**config.mk**
```make
export PLATFORM = sky130hd
export DESIGN_NAME = pipe_stage_skid
export DESIGN_NICKNAME = d
export VERILOG_FILES = /design/src/rtl/pipe_pkg.sv /design/src/rtl/pipe_entry.sv /design/src/rtl/pipe_stage_skid.sv
export SDC_FILE = /design/constraint.sdc
export NUM_CORES = 1
export LEC_CHECK = 0
export BUFFER_PORTS_ARGS = -buffer_cell sky130_fd_sc_hd__buf_2
export CORE_MARGIN = 2
export CORE_UTILIZATION = 25
export DETAILED_ROUTE_END_ITERATION = 10
export MAX_ROUTING_LAYER = met4
export PLACE_DENSITY = 0.47
export SYNTH_ARGS = -nofsm -noshare
export SYNTH_HDL_FRONTEND = slang
export SYNTH_SLANG_ARGS = --single-unit
```
**constraint.sdc**
```tcl
create_clock -name clk -period 2.5 [get_ports clk]
set_clock_uncertainty 0.1 [all_clocks]
set_input_delay 0 -clock clk [delete_from_list [all_inputs] [get_ports clk]]
set_output_delay 0 -clock clk [all_outputs]
set_load 0.01 [all_outputs]
```
**src/rtl/pipe_pkg.sv**
```systemverilog
// Shared definitions for pipeline stage registers: NOP encoding, state encoding
// and default payload field offsets.
package pipe_pkg;

  localparam logic [31:0] INST_NOP = 32'h00000013;

  localparam int unsigned INS_LSB  = 0;
  localparam int unsigned ADDR_LSB = 32;
  localparam int unsigned RS1_LSB  = 64;
  localparam int unsigned RS2_LSB  = 96;

  typedef enum logic [1:0] {
    StEmpty = 2'd0,
    StBusy  = 2'd1,
    StFull  = 2'd2
  } state_e;

endpackage

```
**src/rtl/pipe_entry.sv**
```systemverilog
// One payload slot with valid bit; set returns it to the idle payload and wins over load.
module pipe_entry #(
  parameter int unsigned     DW      = 128,
  parameter logic [DW-1:0]   SET_VAL = '0
) (
  input  logic          clk_i,
  input  logic          set_i,
  input  logic          load_i,
  input  logic [DW-1:0] data_i,
  output logic          valid_o,
  output logic [DW-1:0] data_o
);

  logic          valid_q, valid_d;
  logic [DW-1:0] data_q, data_d;

  always_comb begin
    valid_d = valid_q;
    data_d  = data_q;
    if (set_i) begin
      valid_d = 1'b0;
      data_d  = SET_VAL;
    end else if (load_i) begin
      valid_d = 1'b1;
      data_d  = data_i;
    end
  end

  always_ff @(posedge clk_i) begin
    valid_q <= valid_d;
    data_q  <= data_d;
  end

  assign valid_o = valid_q;
  assign data_o  = data_q;

endmodule

```
**src/rtl/pipe_stage_skid.sv**
```systemverilog
// Pipeline stage register with a two-entry skid buffer, valid/ready flow control,
// flush/hold and saturating flush/stall event counters.
module pipe_stage_skid
  import pipe_pkg::*;
#(
  parameter int unsigned   DW      = 128,
  parameter logic [DW-1:0] SET_VAL = {{(DW - 32){1'b0}}, INST_NOP},
  parameter int unsigned   CNT_W   = 16
) (
  input  logic             clk,
  input  logic             rst,
  input  logic             up_valid_i,
  output logic             up_ready_o,
  input  logic [DW-1:0]    up_data_i,
  output logic             dn_valid_o,
  input  logic             dn_ready_i,
  output logic [DW-1:0]    dn_data_o,
  input  logic             flush_i,
  input  logic             hold_i,
  output logic [CNT_W-1:0] flush_cnt_o,
  output logic [CNT_W-1:0] stall_cnt_o
);

  localparam logic [CNT_W-1:0] CntOne = {{(CNT_W - 1){1'b0}}, 1'b1};

  state_e state_q, state_d;

  logic          main_valid, skid_valid;
  logic [DW-1:0] main_data, skid_data, main_din;
  logic          main_set, main_load, skid_set, skid_load;
  logic          up_acc, dn_acc;

  logic [CNT_W-1:0] flush_cnt_q, flush_cnt_d;
  logic [CNT_W-1:0] stall_cnt_q, stall_cnt_d;

  // Hold masks both handshakes combinationally, so nothing moves while it is high.
  assign up_ready_o = !skid_valid && !hold_i;
  assign dn_valid_o = main_valid && !hold_i;
  assign dn_data_o  = main_data;

  assign up_acc = up_valid_i && up_ready_o && !flush_i;
  assign dn_acc = dn_valid_o && dn_ready_i && !flush_i;

  always_comb begin
    state_d   = state_q;
    main_set  = 1'b0;
    main_load = 1'b0;
    skid_set  = 1'b0;
    skid_load = 1'b0;
    main_din  = (state_q == StFull) ? skid_data : up_data_i;
    if (rst || flush_i) begin
      state_d  = StEmpty;
      main_set = 1'b1;
      skid_set = 1'b1;
    end else if (!hold_i) begin
      unique case (state_q)
        StEmpty: begin
          if (up_acc) begin
            main_load = 1'b1;
            state_d   = StBusy;
          end
        end
        StBusy: begin
          if (up_acc && dn_acc) begin
            main_load = 1'b1;
          end else if (up_acc) begin
            skid_load = 1'b1;
            state_d   = StFull;
          end else if (dn_acc) begin
            main_set = 1'b1;
            state_d  = StEmpty;
          end
        end
        StFull: begin
          // Skid content always moves into main before any new beat is taken.
          if (dn_acc) begin
            main_load = 1'b1;
            skid_set  = 1'b1;
            state_d   = StBusy;
          end
        end
        default: begin
          state_d  = StEmpty;
          main_set = 1'b1;
          skid_set = 1'b1;
        end
      endcase
    end
  end

  always_comb begin
    flush_cnt_d = flush_cnt_q;
    stall_cnt_d = stall_cnt_q;
    if (rst) begin
      flush_cnt_d = '0;
      stall_cnt_d = '0;
    end else begin
      if (flush_i && !(&flush_cnt_q)) begin
        flush_cnt_d = flush_cnt_q + CntOne;
      end
      if (main_valid && !flush_i && (hold_i || !dn_ready_i) && !(&stall_cnt_q)) begin
        stall_cnt_d = stall_cnt_q + CntOne;
      end
    end
  end

  always_ff @(posedge clk) begin
    state_q     <= state_d;
    flush_cnt_q <= flush_cnt_d;
    stall_cnt_q <= stall_cnt_d;
  end

  assign flush_cnt_o = flush_cnt_q;
  assign stall_cnt_o = stall_cnt_q;

  pipe_entry #(
    .DW      (DW),
    .SET_VAL (SET_VAL)
  ) u_main (
    .clk_i   (clk),
    .set_i   (main_set),
    .load_i  (main_load),
    .data_i  (main_din),
    .valid_o (main_valid),
    .data_o  (main_data)
  );

  pipe_entry #(
    .DW      (DW),
    .SET_VAL (SET_VAL)
  ) u_skid (
    .clk_i   (clk),
    .set_i   (skid_set),
    .load_i  (skid_load),
    .data_i  (up_data_i),
    .valid_o (skid_valid),
    .data_o  (skid_data)
  );

endmodule

```
; ---- After elaboration in Yosys (flattened, before gate mapping)
; Index checks and enable logic that the tools add are counted.
; Widths: inputs -> output; s select.
[totals]
register_bits = 292
inputBits = 134
out_inout_bits = 162
wordCells = 66
[op_classes]
addsub = 2
n_eq_ne = 6
muxes = 25
bitwise = 1
n_reduce_logical = 25
[ops]
columns = op, n
row1 = $mux 128, 1
row2 = $add 16x1->16 const B, 2
row3 = $reduce_and 16->1, 2
row4 = $mux 1, 15
row5 = $logic_and 1x1->1, 11
row6 = $mux 2, 5
row7 = $logic_not 1->1, 6
row8 = $ne 2x2->1 const B, 3
row9 = $pmux 2 s3, 1
row10 = $reduce_and 5->1, 1
row11 = $pmux 1 s2, 2
row12 = $reduce_or 2->1, 2
row13 = $ne 3x3->1 const B, 1
row14 = $pmux 1 s3, 1
row15 = $eq 2x1->1 const B, 1
row16 = $eq 2x2->1 const B, 1
row17 = $logic_not 2->1, 1
row18 = $logic_or 1x1->1, 2
row19 = $not 1->1, 1

; ---- Depth between registers and ports, before layout
[logic_depth]
ltp_word = 10
depth_mapped = 8
depth_no_buf = 5

; ---- Modules after synthesis
; A second synthesis with hierarchy kept.
[unflattened]
hier_cells = 1207
area_unflattened_um2 = 12705.9
[by_module_without_submodules]
columns = mod, n_inst, cells_per_inst, area_per_inst_um2, seq_area_each_um2
row1 = pipe_entry, 2, 416, 4625.7, 2582.5
row2 = pipe_stage_skid, 1, 375, 3454.6, 680.7

; ---- Worst setup path before layout
; OpenSTA, ideal clock, no wires.
[synth_path]
path_type = register to register
start = register stall_cnt_q[0], in the netlist stall_cnt_o[0]
end = register stall_cnt_q[0], in the netlist stall_cnt_o[0]
setup_ns = 0.121
arrival_time_ns = 1.920
required_time_ns = 2.279
slack_ns = 0.360
stages_incl_launch_ff = 6
path_buffers = 0
period_less_slack_ns = 2.140
path_cell_list = dfxtp_1 > ha_1 > and4_1 > nor4bb_1 > nor2_1 > mux2_2
[synth_between]
elab_chain_len = 3
elab_cells_between_ends = 4
classes_between = add/sub: 1 / reduce/logical: 3
[synth_lines]
columns = element, line_no
row1 = start: declaration, pipe_stage_skid.sv:34  ; logic [CNT_W-1:0] stall_cnt_q, stall_cnt_d;
row2 = start signal: assignment, pipe_stage_skid.sv:110  ; stall_cnt_q <= stall_cnt_d;
row3 = branches (longest 3 deep; another with $add 16x1->16), --
; Parallel ways; which one is timed is not known.
; A chain may end at the register's enable or synchronous reset.

; ---- Worst setup path in the final report
[layout_path]
start = register u_skid.valid_q, in the netlist u_skid.valid_o
end = register u_main.data_q[62], in the netlist u_main.data_o[62]
[layout_between]
elab_chain_len = 9
elab_cells_between_ends = 15
classes_between = mux: 10 / reduce/logical: 5
[layout_lines]
columns = element, line_no
row1 = start: declaration, pipe_entry.sv:14  ; logic valid_q, valid_d;
row2 = start signal: assignment, pipe_entry.sv:30  ; valid_q <= valid_d;
row3 = $logic_not 1->1 (*), pipe_stage_skid.sv:37  ; assign up_ready_o = !skid_valid && !hold_i;
row4 = $logic_and 1x1->1 (*), pipe_stage_skid.sv:37
row5 = $logic_and 1x1->1 (*) (2 in series), pipe_stage_skid.sv:41  ; assign up_acc = up_valid_i && up_ready_o && !flush_i;
row6 = $mux 1 or $logic_and 1x1->1 (tied branches), "pipe_stage_skid.sv:66, pipe_stage_skid.sv:64"
row7 = $mux 1, pipe_stage_skid.sv:64  ; if (up_acc && dn_acc) begin
row8 = $pmux 1 s2 or $pmux 1 s3 (tied branches), pipe_stage_skid.sv:56  ; unique case (state_q)
row9 = $mux 1, pipe_stage_skid.sv:55  ; end else if (!hold_i) begin
row10 = $mux 1, pipe_stage_skid.sv:51  ; if (rst || flush_i) begin
row11 = end signal: assignment, pipe_entry.sv:31  ; data_q <= data_d;
row12 = end: declaration, pipe_entry.sv:15  ; logic [DW-1:0] data_q, data_d;
; Mark *: on every way between the ends. The rest lies on a longest branch, timed or not.

==> impl_results.html <==
<table>
<tr><th>Metric</th><th>Value</th></tr>
<tr><th colspan="2">Flow run</th></tr>
<tr><td>Total of max-cap violations</td><td>0</td></tr>
<tr><th colspan="2">Yosys</th></tr>
<tr><td>Async SR Flop Fraction</td><td>0%</td></tr>
<tr><td>Post-synthesis share of cell area spent on full adders, half adders and majority gates</td><td>0.205%</td></tr>
<tr><td>Mux contribution to synthesized area</td><td>around 22%</td></tr>
<tr><td>Synthesized netlist cell count</td><td>1233</td></tr>
<tr><td>Xor and xnor fraction of the mapped netlist area</td><td>0%</td></tr>
<tr><td>Post-synth EDFFs</td><td>0</td></tr>
<tr><td>Top cells by area, synth</td><td>dfxtp_1 (48%), mux2i_1 (21%), a211oi_1 (7.8%)</td></tr>
<tr><td>Net count after synthesis</td><td>~1400</td></tr>
<tr><td>Area share of and/or/nand/nor cells after synthesis</td><td>roughly 14%</td></tr>
<tr><td>Sequential share of the synthesized area</td><td>roughly 48%</td></tr>
<tr><td>Most frequently used cell type in the post-synthesis netlist</td><td>dfxtp_1</td></tr>
<tr><td>Most used standard cells in the synthesized netlist</td><td>dfxtp_1 (292), mux2i_1 (257), nor2_1 (146)</td></tr>
<tr><td>Main combinational cell family by area after synthesis</td><td>multiplexers</td></tr>
<tr><td>Dominant synthesized flop cell</td><td>dfxtp_1</td></tr>
<tr><td>Synth Area in Compound Gates</td><td>roughly 11%</td></tr>
<tr><td>Post-synthesis cell type with the largest combined area</td><td>dfxtp_1</td></tr>
<tr><td>Average cell area after synthesis</td><td>around 9.9 µm²</td></tr>
<tr><td>Fraction of post-synthesis cell area in the top cell type by area</td><td>a little under half</td></tr>
<tr><td>Post-synthesis cell area</td><td>0.0122 mm²</td></tr>
<tr><td>Number of warning messages in the yosys log</td><td>0</td></tr>
<tr><td>Synthesis-stage register bit count</td><td>between 200 and 300</td></tr>
<tr><td>Count of distinct cell types in the synthesized netlist</td><td>44</td></tr>
<tr><th colspan="2">Critical path</th></tr>
<tr><td>Required time at the endpoint of the critical path</td><td>between 2 and 3 ns</td></tr>
<tr><td>Buffers plus inverters on the worst setup path</td><td>1</td></tr>
<tr><td>Number of logic stages on the critical path including buffering</td><td>5</td></tr>
<tr><td>Capturing point of the worst reg2reg path</td><td>u_main.data_o[62]</td></tr>
<tr><td>Slowest cell on the critical path</td><td>a2111oi_4</td></tr>
<tr><td>Category of the worst setup path capture point</td><td>flip-flop</td></tr>
<tr><td>Crit path launch type</td><td>flip-flop</td></tr>
<tr><td>Largest delay share family, worst path</td><td>compound AO/OA/AOI/OAI gates</td></tr>
<tr><td>Crit path arrival time</td><td>between 2 and 3 ns</td></tr>
<tr><td>Kind of critical path</td><td>reg -&gt; reg</td></tr>
<tr><td>Cells traversed along the worst timing path</td><td>or3b_1, a2111oi_4, buf_12, nor3_1, a211oi_1</td></tr>
<tr><td>Flop-to-flop setup slack</td><td>0.26 ns</td></tr>
<tr><td>Largest stage delay on the critical path</td><td>roughly 0.50 ns</td></tr>
<tr><td>Cells on worst reg2reg path</td><td>5</td></tr>
<tr><td>Origin of the critical flop-to-flop path</td><td>u_skid.valid_o</td></tr>
<tr><td>Critical Path Fanout Max</td><td>62</td></tr>
<tr><th colspan="2">Timing</th></tr>
<tr><td>Highest clock frequency the design can meet</td><td>0.446 GHz</td></tr>
<tr><td>Post-layout minimum cycle time</td><td>roughly 2.2 ns</td></tr>
<tr><td>Actual transition at the worst max-transition pin</td><td>0.597 ns</td></tr>
<tr><td>Slew headroom</td><td>60.2%</td></tr>
<tr><td>Setup violations, final</td><td>0</td></tr>
<tr><td>RSZ-0062 raised after global routing</td><td>no</td></tr>
<tr><td>Setup TNS</td><td>0 ns</td></tr>
<tr><td>Number of slew-limit violations in the final report</td><td>0</td></tr>
<tr><td>Count of endpoints failing hold in the final timing report</td><td>0</td></tr>
<tr><td>Worst setup slack after layout</td><td>between 0.2 and 0.3 ns</td></tr>
<tr><td>Share of the cycle needed by the critical path after routing</td><td>between 80 and 90%</td></tr>
<tr><th colspan="2">Clocking</th></tr>
<tr><td>Num CTS Buffers</td><td>37</td></tr>
<tr><td>Clk_lat worst skew</td><td>about 0.54 ns</td></tr>
<tr><td>CTS Buffer Depth</td><td>3</td></tr>
<tr><td>CTS Root Cell</td><td>clkbuf_16</td></tr>
<tr><td>Number of gates given a new drive strength after cts</td><td>0</td></tr>
<tr><td>TritonCTS clock tree</td><td>built</td></tr>
<tr><td>Worst-path clk slew</td><td>roughly 0.060 ns</td></tr>
<tr><td>Clock H-tree levels</td><td>2</td></tr>
<tr><td>Clk sinks</td><td>292</td></tr>
<tr><th colspan="2">Cells and area</th></tr>
<tr><td>Layout cells sized above 1</td><td>~25%</td></tr>
<tr><td>Count of nets after finishing</td><td>between 1500 and 2000</td></tr>
<tr><td>Post-Layout Inst Area</td><td>0.0171 mm²</td></tr>
<tr><td># fillers</td><td>about 4900</td></tr>
<tr><td>Seq. cell area</td><td>a little under 0.006 mm²</td></tr>
<tr><td>Area of the multi-input gates</td><td>0.00588 mm²</td></tr>
<tr><td>Syn-to-layout area delta</td><td>40.2%</td></tr>
<tr><td>Final cell count without fillers</td><td>2272</td></tr>
<tr><th colspan="2">Power</th></tr>
<tr><td>Overall power of the completed layout</td><td>~11 mW</td></tr>
<tr><td>Static Leakage</td><td>between 8 and 9 nW</td></tr>
<tr><td>Cell Pwr Density</td><td>around 630 mW/mm²</td></tr>
<tr><td>Max VDD drop</td><td>around 0.38 mV</td></tr>
<tr><th colspan="2">Min path</th></tr>
<tr><td>Worst min-delay path endpoint</td><td>u_main.data_o[4]</td></tr>
<tr><td>Hold/Removal Path Class</td><td>in -&gt; reg</td></tr>
<tr><td>Hold path depth</td><td>4</td></tr>
<tr><td>Worst min-delay path startpoint</td><td>hold_i</td></tr>
<tr><th colspan="2">Floorplan</th></tr>
<tr><td>Core outline area</td><td>around 0.048 mm²</td></tr>
<tr><td>Floorplan die area</td><td>about 0.051 mm²</td></tr>
<tr><td>Die outline height</td><td>between 200 and 250 µm</td></tr>
<tr><td>Initial Utilization</td><td>25.4%</td></tr>
<tr><td>Site row count</td><td>80</td></tr>
<tr><td>Horizontal extent of the die</td><td>about 220 µm</td></tr>
<tr><td>Number of top-level design ports</td><td>a little under 300</td></tr>
<tr><th colspan="2">Drt</th></tr>
<tr><td>DRT Pass-1 Iters</td><td>4</td></tr>
<tr><td>Final wirelength</td><td>38700 µm</td></tr>
<tr><td>Number of remaining DRC errors</td><td>0</td></tr>
<tr><td>DR vias/cell</td><td>around 4.8</td></tr>
<tr><td>Antenna-violating nets left</td><td>0</td></tr>
<tr><td>Iter 0 DRT Violations</td><td>~630</td></tr>
<tr><td>Routed length per placed instance</td><td>17.0 µm</td></tr>
<tr><td>Detailed-route via count</td><td>around 11000</td></tr>
<tr><th colspan="2">Place</th></tr>
<tr><td>Number of port buffers</td><td>just under 300</td></tr>
<tr><td>Cell area after placement</td><td>about 0.015 mm²</td></tr>
<tr><td>Placed wire-length estimate after detailed placement</td><td>between 20000 and 25000 µm</td></tr>
<tr><td>Weighted congestion reported at the end of routability-driven placement</td><td>0.742</td></tr>
<tr><td>Instance count after placement with tap cells included</td><td>a little over 2000</td></tr>
<tr><td>Pre-CTS setup slack</td><td>between 0.2 and 0.3 ns</td></tr>
<tr><th colspan="2">Global route</th></tr>
<tr><td>Largest net degree at the start of global routing</td><td>64</td></tr>
<tr><td>Met1 capacity usage during global routing</td><td>approximately a fifth</td></tr>
<tr><td>Via count of the first global-routing pass</td><td>approximately 11000</td></tr>
<tr><td>Antenna violations before repair</td><td>3</td></tr>
<tr><td>Overall overflow remaining after global route</td><td>0</td></tr>
<tr><td>Global-route wire length before repair</td><td>59400 µm</td></tr>
<tr><td>Global routing's busiest layer</td><td>met2</td></tr>
<tr><td>GR Util All Layers</td><td>about 15%</td></tr>
<tr><td>Met2 capacity usage during global routing</td><td>about a quarter</td></tr>
<tr><td>Global Route met3 Usage</td><td>4.13%</td></tr>
<tr><th colspan="2">Status</th></tr>
<tr><td>Status</td><td>complete, no violations</td></tr>
</table>
## layout by cell type, fill, tap and decap left out, types with 5 or more instances in the layout
cell	instances
clkbuf_1	9
o21ai_0	7
or4_1	9
buf_12	20
dlygate4sd3_1	131
nor2_1	146
clkbuf_8	7
nand3_1	13
mux2_2	13
o31ai_1	9
clkbuf_16	38
a21oi_1	18
nor2b_1	11
mux2i_1	257
buf_2	295
nor3_1	131
nor4_1	9
nand4_1	8
nand2_1	16
buf_4	14
a211oi_1	126
inv_1	15
dfxtp_1	292
o311ai_0	5
## flip-flops by register name, summed over array words and instances (netlist names)
name            flops
stall_cnt_o        16
state_q             2
u_skid.data_o     128
flush_cnt_o        16
u_main.data_o     128
u_main.valid_o      1
u_skid.valid_o      1
## metrics by stage
step	utilization (%)	hold slack, ns
2_1_floorplan	-	0.0241
3_3_place_gp	30.3	0.128
3_5_place_dp	30.3	0.136
4_1_cts	35.7	0.0517
5_1_grt	35.7	0.109
6_report	35.7	0.103
## power by group
part	internal (mW)	switching, mW	leakage (nW)
registers	4.69	0.0212	2.35
logic	0.348	0.349	5.42
clock network	3.33	2.12	0.608
## per-layer routing
| layer | share of wire [%] | wire length [µm] |
|---|---|---|
| met1 | 45 | 17400 |
| met2 | 47 | 18100 |
| met3 | 6.1 | 2350 |
| met4 | 2.0 | 780 |
| met5 | 0 | 0 |
## worst max-delay path by stage
stage / from / endpoint / slack (ns)
5_1_grt: u_skid.valid_o / u_main.data_o[76] / 0.14
4_1_cts: u_skid.valid_o / u_main.data_o[62] / 0.25
6_report: u_skid.valid_o / u_main.data_o[62] / 0.26
3_5_place_dp: u_skid.valid_o / u_main.data_o[22] / 0.27
3_3_place_gp: u_skid.valid_o / u_main.data_o[112] / 0.25
2_1_floorplan: stall_cnt_o[0] / stall_cnt_o[0] / 0.36
## kinds of logic (layout without fill, tap and decap cells)
family | after synthesis | in the layout
compound gates | 183 | 183
fa+ha+maj | 2 | 2
buf+inv | 119 | 540
flops | 292 | 292
mux | 270 | 270
other cells | 0 | 3
simple gates | 367 | 367
## tightest hold or removal path, delay by kind of cell
kind            cells  cell delay (ns)
compound gates      2             0.33
buf+inv             1             0.16
simple gates        1             0.21
## timing repair
item	in CTS	in global routing
setup buffers	0	0
endpoints found under the hold margin	276	0
hold buffers	131	0
## cell type report
type / instances / share of cell area (%)
antenna: 3 / 0.0439
clock buffer: 54 / 6.32
clock inverter: 11 / 0.973
inverter: 15 / 0.329
multi-input combinational: 822 / 34.4
sequential: 292 / 34.2
tap: 615 / 4.50
timing repair buffer: 460 / 19.3
Power figures use the tool's default switching activity.
